**src/rtl/spie_arb_pkg.sv**
```systemverilog
// Shared definitions for the spie two-client arbiter: FSM states, spie
// register map bit positions, the client request bundle and small decode
// helpers used by both the arbiter and anything that talks to it.
package spie_arb_pkg;

  typedef enum logic [1:0] {
    ST_IDLE    = 2'd0,
    ST_OWN     = 2'd1,
    ST_PROBE   = 2'd2,
    ST_RELEASE = 2'd3
  } arb_state_e;

  // spie register addresses
  localparam logic ADDR_CTRL = 1'b1;

  // ctrl register: chip select field
  localparam int CTRL_CS_LSB = 0;
  localparam int CTRL_CS_MSB = 2;

  // status register bits
  localparam int STAT_RDY     = 0;
  localparam int STAT_OWNED   = 1;
  localparam int STAT_EVICTED = 2;

  typedef struct packed {
    logic        stb;
    logic        we;
    logic        addr;
    logic [31:0] dat;
  } cli_req_t;

  function automatic logic is_ctrl_write(input cli_req_t r);
    return r.stb & r.we & (r.addr == ADDR_CTRL);
  endfunction

  function automatic logic cs_nonzero(input logic [31:0] ctrl);
    return |ctrl[CTRL_CS_MSB:CTRL_CS_LSB];
  endfunction

endpackage

```
**src/rtl/spie_arb_timer.sv**
```systemverilog
// Owner inactivity counter: clears on clr, counts while en, and flags the
// last cycle before the limit. A LIMIT of 0 means the watchdog never fires.
module spie_arb_timer #(
  parameter int unsigned LIMIT = 1000,
  parameter int          W     = 10
) (
  input  logic clk,
  input  logic rst,
  input  logic clr,
  input  logic en,
  output logic expired
);

  localparam logic [W-1:0] LAST = W'((LIMIT == 0) ? 0 : LIMIT - 1);

  logic [W-1:0] tcnt_q, tcnt_d;

  // clear has priority over counting so an access on the limit cycle restarts the window
  always_comb begin
    tcnt_d = tcnt_q;
    if (clr) begin
      tcnt_d = '0;
    end else if (en) begin
      tcnt_d = tcnt_q + W'(1);
    end
  end

  // counter register
  always_ff @(posedge clk) begin
    if (rst) begin
      tcnt_q <= '0;
    end else begin
      tcnt_q <= tcnt_d;
    end
  end

  assign expired = (LIMIT != 0) && (tcnt_q == LAST);

endmodule

```
**src/rtl/spie_arb.sv**
```systemverilog
// Shares one spie instance between two bus clients. Ownership follows the
// chip-select writes; a watchdog evicts a silent owner by probing ready and
// then forcing chip select off. Clients are acked combinationally, never stalled.
module spie_arb
  import spie_arb_pkg::*;
#(
  parameter int unsigned clock_freq = 50_000_000,
  parameter int unsigned timeout_ms = 100
) (
  input  logic        clk,
  input  logic        rst,
  input  logic        c0_stb,
  input  logic        c0_we,
  input  logic        c0_addr,
  input  logic [31:0] c0_data_in,
  output logic [31:0] c0_data_out,
  output logic        c0_ack,
  input  logic        c1_stb,
  input  logic        c1_we,
  input  logic        c1_addr,
  input  logic [31:0] c1_data_in,
  output logic [31:0] c1_data_out,
  output logic        c1_ack,
  output logic        m_stb,
  output logic        m_we,
  output logic        m_addr,
  output logic [31:0] m_data_out,
  input  logic [31:0] m_data_in,
  input  logic        m_ack
);

  localparam int unsigned TIMEOUT_CYCLES = clock_freq / 1000 * timeout_ms;
  localparam int TCNT_W = (TIMEOUT_CYCLES == 0) ? 1 : $clog2(TIMEOUT_CYCLES + 1);

  arb_state_e state_q, state_d;
  logic       owner_q, owner_d;
  logic       last_grant_q, last_grant_d;
  logic [1:0] evicted_q, evicted_d;

  cli_req_t req0, req1, own_req, oth_req;
  logic     acq0, acq1, grant, own_rel;
  logic     tmr_clr, tmr_en, tmr_expired;
  logic [31:0] own_rdat, oth_rdat;

  assign req0 = {c0_stb, c0_we, c0_addr, c0_data_in};
  assign req1 = {c1_stb, c1_we, c1_addr, c1_data_in};

  assign c0_ack = c0_stb;
  assign c1_ack = c1_stb;

  // acquire decode and round-robin tie-break: the client not granted last time wins
  assign acq0  = is_ctrl_write(req0) & cs_nonzero(req0.dat);
  assign acq1  = is_ctrl_write(req1) & cs_nonzero(req1.dat);
  assign grant = (acq0 & acq1) ? ~last_grant_q : acq1;

  assign own_req = owner_q ? req1 : req0;
  assign oth_req = owner_q ? req0 : req1;
  assign own_rel = is_ctrl_write(own_req) & ~cs_nonzero(own_req.dat);

  spie_arb_timer #(
    .LIMIT (TIMEOUT_CYCLES),
    .W     (TCNT_W)
  ) u_timer (
    .clk     (clk),
    .rst     (rst),
    .clr     (tmr_clr),
    .en      (tmr_en),
    .expired (tmr_expired)
  );

  // state register
  always_ff @(posedge clk) begin
    if (rst) begin
      state_q      <= ST_IDLE;
      owner_q      <= 1'b0;
      last_grant_q <= 1'b1;
      evicted_q    <= 2'b00;
    end else begin
      state_q      <= state_d;
      owner_q      <= owner_d;
      last_grant_q <= last_grant_d;
      evicted_q    <= evicted_d;
    end
  end

  // next-state: ownership hand-over, watchdog and eviction bookkeeping
  always_comb begin
    state_d      = state_q;
    owner_d      = owner_q;
    last_grant_d = last_grant_q;
    evicted_d    = evicted_q;
    tmr_clr      = 1'b0;
    tmr_en       = 1'b0;
    case (state_q)
      ST_IDLE: begin
        if (acq0 | acq1) begin
          state_d            = ST_OWN;
          owner_d            = grant;
          last_grant_d       = grant;
          evicted_d[grant]   = 1'b0;
          tmr_clr            = 1'b1;
        end
      end
      ST_OWN: begin
        tmr_en  = 1'b1;
        tmr_clr = own_req.stb;
        if (own_rel) begin
          state_d = ST_IDLE;
        end else if (!own_req.stb && tmr_expired) begin
          state_d = ST_PROBE;
        end
      end
      ST_PROBE: begin
        // keep polling until the in-flight transfer has drained
        if (m_data_in[STAT_RDY]) begin
          state_d = ST_RELEASE;
        end
      end
      ST_RELEASE: begin
        evicted_d[owner_q] = 1'b1;
        state_d            = ST_IDLE;
      end
      default: state_d = ST_IDLE;
    endcase
  end

  // outputs: forward the owner, synthesize probe/release cycles, steer read data
  always_comb begin
    m_stb      = 1'b0;
    m_we       = 1'b0;
    m_addr     = 1'b0;
    m_data_out = '0;
    own_rdat   = '0;
    oth_rdat   = '0;
    case (state_q)
      ST_IDLE: begin
        if (acq0 | acq1) begin
          m_stb      = 1'b1;
          m_we       = 1'b1;
          m_addr     = ADDR_CTRL;
          m_data_out = grant ? c1_data_in : c0_data_in;
        end
      end
      ST_OWN: begin
        if (own_req.stb) begin
          m_stb      = 1'b1;
          m_we       = own_req.we;
          m_addr     = own_req.addr;
          m_data_out = own_req.dat;
          if (!own_req.we) begin
            own_rdat = m_data_in;
            if (own_req.addr == ADDR_CTRL) begin
              own_rdat[STAT_OWNED] = 1'b1;
            end
          end
        end
        if (oth_req.stb && !oth_req.we && (oth_req.addr == ADDR_CTRL)) begin
          oth_rdat[STAT_EVICTED] = evicted_q[~owner_q];
        end
      end
      ST_PROBE: begin
        m_stb  = 1'b1;
        m_addr = ADDR_CTRL;
      end
      ST_RELEASE: begin
        m_stb  = 1'b1;
        m_we   = 1'b1;
        m_addr = ADDR_CTRL;
      end
      default: ;
    endcase
    c0_data_out = owner_q ? oth_rdat : own_rdat;
    c1_data_out = owner_q ? own_rdat : oth_rdat;
  end

  // spie acks in the same cycle it is strobed
  ack_follows_stb: assert property (@(posedge clk) disable iff (rst) m_ack == m_stb);

endmodule

```
**config.mk**
```make
export PLATFORM = sky130hd
export DESIGN_NAME = spie_arb
export DESIGN_NICKNAME = d
export VERILOG_FILES = /design/src/rtl/spie_arb_pkg.sv /design/src/rtl/spie_arb_timer.sv /design/src/rtl/spie_arb.sv
export SDC_FILE = /design/constraint.sdc
export NUM_CORES = 1
export LEC_CHECK = 0
export ABC_AREA = 0
export CAP_MARGIN = 20
export CORE_MARGIN = 3
export CORE_UTILIZATION = 35
export DETAILED_ROUTE_END_ITERATION = 10
export PLACE_DENSITY_LB_ADDON = 0.3
export SLEW_MARGIN = 5
export SYNTH_ARGS = -nofsm -noshare
export SYNTH_HDL_FRONTEND = slang
export SYNTH_SLANG_ARGS = --single-unit
export TNS_END_PERCENT = 50
```
**constraint.sdc**
```tcl
create_clock -name clk -period 3.3 [get_ports clk]
set_clock_uncertainty 0.2 [all_clocks]
set_input_delay 0.66 -clock clk [delete_from_list [all_inputs] [get_ports clk]]
set_output_delay 0.66 -clock clk [all_outputs]
set_load 0.01 [all_outputs]
```
==> flow_metrics.env <==
export IMPL_antenna_left=0
export IMPL_drv_cap=0
export IMPL_grt_antenna_before_repair=0
export IMPL_layout_commonest_cell="clkdlybuf4s50_1"
export IMPL_first_global_vias=3370
export IMPL_grt_pass1_wl_mm=17.1
export IMPL_cp_start_kind="primary input"
export IMPL_start_util_pct=37.1
export IMPL_synth_simple_gate_area_share_pct=40.0
export IMPL_status="completed"
export IMPL_cts_num_sinks=29
export IMPL_cts_buffers_inserted=5
export IMPL_synth_seq_area_share_pct=24.1
export IMPL_globalplace_congestion=0.909
export IMPL_m1WireLength_mm=4.10
export IMPL_fin_crit_sh_pct=99.7
export IMPL_vias=3312
export IMPL_post_route_util_pct=75.5
export IMPL_synthAdderAreaFrac_pct=0.519
export IMPL_synthMuxAreaShare_pct=0.467
export IMPL_powerDensity_nw_per_um2=237
export IMPL_synth_nets=415
export IMPL_seq_area_um2=581
export IMPL_grt_util_all_layers_pct=27.8
export IMPL_yosysWarnings=0
export IMPL_cp_max_fo=8
export IMPL_ir_worst_vdd_uv=195
export IMPL_die_w_um=89
export IMPL_synth_top_family_by_area="simple AND/OR/NAND/NOR gates"
export IMPL_cts_tree="yes"
export IMPL_core_region_area_um2=6490
export IMPL_layout_common_cells="clkdlybuf4s50_1 (146), and2_1 (61), a22o_1 (32), buf_4 (31), dfxtp_1 (29)"
export IMPL_ys_flop_type="dfxtp_1"
export IMPL_routed_top_layer="met4"
export IMPL_htree_num_levels=2
export IMPL_critPathArrivalTime_ns=2.43
export IMPL_endpoint_kind="output port"
export IMPL_timing_fmax_ghz=0.304
export IMPL_netlist_instances=309
export IMPL_drtPass1Iterations=4
export IMPL_setup_viol=0
export IMPL_holdCritPathClass="register to register"
export IMPL_multi_input_area_um2=1740
export IMPL_die_h_um=89
export IMPL_cp_data_required_time_ns=2.44
export IMPL_hold_violations=0
export IMPL_fin_crit_ns=3.29
export IMPL_place_hpwl_mm=8.76
export IMPL_dieArea_um2=7920
export IMPL_diodes=0
export IMPL_clockBufferDepth=2
export IMPL_final_nets=642
export IMPL_wirelength_mm=11.7
export IMPL_hold_worst_slack_ns=0.300
export IMPL_clkTransAtPathRegs_ns=0.06
export IMPL_finalMaxSlewViolations=0
export IMPL_dr_wl_met2_mm=6.49
export IMPL_drive_gt1_share_pct=17.7
export IMPL_met3_length_um=901
export IMPL_power_leakage_nw=2.07
export IMPL_synth_seq_cells=29
export IMPL_ioPinCount=206
export IMPL_synth_compound_area_share_pct=24.9
export IMPL_wl_per_cell_um=19.1
export IMPL_grt_remaining_overflow=0
export IMPL_worst_pin_slew_ns=0.321
export IMPL_portBuffers=204
export IMPL_cts_root_buf="clkbuf_8"
export IMPL_max_slew_margin_pct=78.5
export IMPL_synthXorXnorAreaFrac_pct=3.63
export IMPL_ys_async_sr_fraction_pct=0
export IMPL_ys_types=50
export IMPL_clock_latency_ns=0.29
export IMPL_synth_edf_count=0
export IMPL_synth_area_um2=2410
export IMPL_post_route_drc_count=0
export IMPL_grt_max_degree=33
export IMPL_cts_hold_buf=0
export IMPL_nFillCells=475
export IMPL_avgSynthCellArea_um2=7.80
export IMPL_criticalPathCategory="primary input to output port"
export IMPL_placementRows=29
export IMPL_viasPerCell=5.39
export IMPL_area_growth_pct=103
export IMPL_drtIter0Drc=174
flip-flops by register name (all words and copies together), names as in the netlist, named ones only:
register and cells:
owner_q 1, evicted_q 2, u_timer.tcnt_q 23, last_grant_q 1, state_q 1
layer usage:
layer / vias to the layer above / global-route usage (%)
li1: 1584 / -
met1: 1563 / 28.8
met2: 142 / 53.7
met3: 23 / 8.85
met4: 0 / 6.77
met5: - / 0
area by class of cell:
cell class / instances / share of cell area [%]
clock buffer: 6 / 1.68
sequential: 29 / 11.8
tap: 77 / 1.96
multi-input combinational: 251 / 35.5
inverter: 5 / 0.383
clock inverter: 2 / 0.765
timing repair buffer: 244 / 47.9
Yosys cell counts, types with 2 or more instances:
cell type / count / area, um^2
xor2_1: 8 / 70.1
nand4_4: 2 / 42.5
clkbuf_1: 9 / 33.8
nand3_1: 11 / 55.1
and4b_1: 2 / 20.0
nand4_1: 8 / 50.1
nand2_1: 18 / 67.6
buf_6: 2 / 22.5
inv_1: 5 / 18.8
or4_1: 4 / 30.0
xnor2_1: 2 / 17.5
and3_1: 4 / 25.0
buf_2: 5 / 25.0
a22o_1: 33 / 289
o21ai_0: 15 / 75.1
or2_2: 3 / 18.8
a21oi_1: 16 / 80.1
nor3_1: 3 / 15.0
nand2b_1: 2 / 12.5
and4_1: 2 / 17.5
or3_1: 9 / 56.3
dfxtp_1: 29 / 581
nor2_1: 14 / 52.6
o31ai_1: 7 / 52.6
o21a_1: 2 / 15.0
buf_4: 7 / 52.6
nor4_1: 2 / 12.5
and2_1: 61 / 382
or2b_1: 2 / 15.0
o211ai_1: 2 / 15.0
repair_timing:
item                       in CTS  in global routing
setup endpoints to repair      97                 85
pin swaps                      11                  6
hold endpoints to repair        0                  0
resized for setup             121                 24
cloned                          3                  1
setup buffers                   7                  1
power breakdown:
group | switching, mW | internal, mW | total [mW]
combinational | 0.161 | 0.253 | 0.414
clock | 0.144 | 0.245 | 0.390
sequential | 0.00444 | 0.354 | 0.358
logic make-up after synthesis:
kind of cell / after synthesis
compound gates: 83
simple gates: 156
mux: 1
xor+xnor: 10
flops: 29
buf+inv: 29
fa+ha+maj: 1
critical path: stages:
cell	delay, ns
dlygate4sd2_1	0.26
or3_4	0.34
and3b_2	0.24
o22ai_4	0.23
bufbuf_16	0.31
a22o_1	0.13
dlygate4sd2_1	0.26
per-stage QoR:
| step | instances | cell area [um^2] | setup slack, ns | setup TNS, ns | power (mW) |
|---|---|---|---|---|---|
| 4_1_cts | 614 | 4910 | 0.00307 | 0 | 1.16 |
| 2_1_floorplan | 309 | 2410 | 0.566 | 0 | 0.493 |
| 3_5_place_dp | 596 | 4680 | -0.438 | -15.22 | 0.758 |
| 6_report | 614 | 4910 | 0.0113 | 0 | 1.16 |
| 5_1_grt | 614 | 4910 | -0.00985 | -0.0147 | 1.20 |
| 3_3_place_gp | 596 | 4680 | -0.428 | -14.74 | 0.752 |
final timing paths:
check                      from                 end  slack [ns]  depth (start not counted)
min          u_timer.tcnt_q[22]  u_timer.tcnt_q[22]        0.30                          2
max               c1_data_in[1]      m_data_out[12]        0.01                          7
max reg2reg            register  u_timer.tcnt_q[19]        1.15                          5
min reg2reg  u_timer.tcnt_q[22]  u_timer.tcnt_q[22]        0.30                          2
No activity file was read; power rests on OpenSTA's default activity.
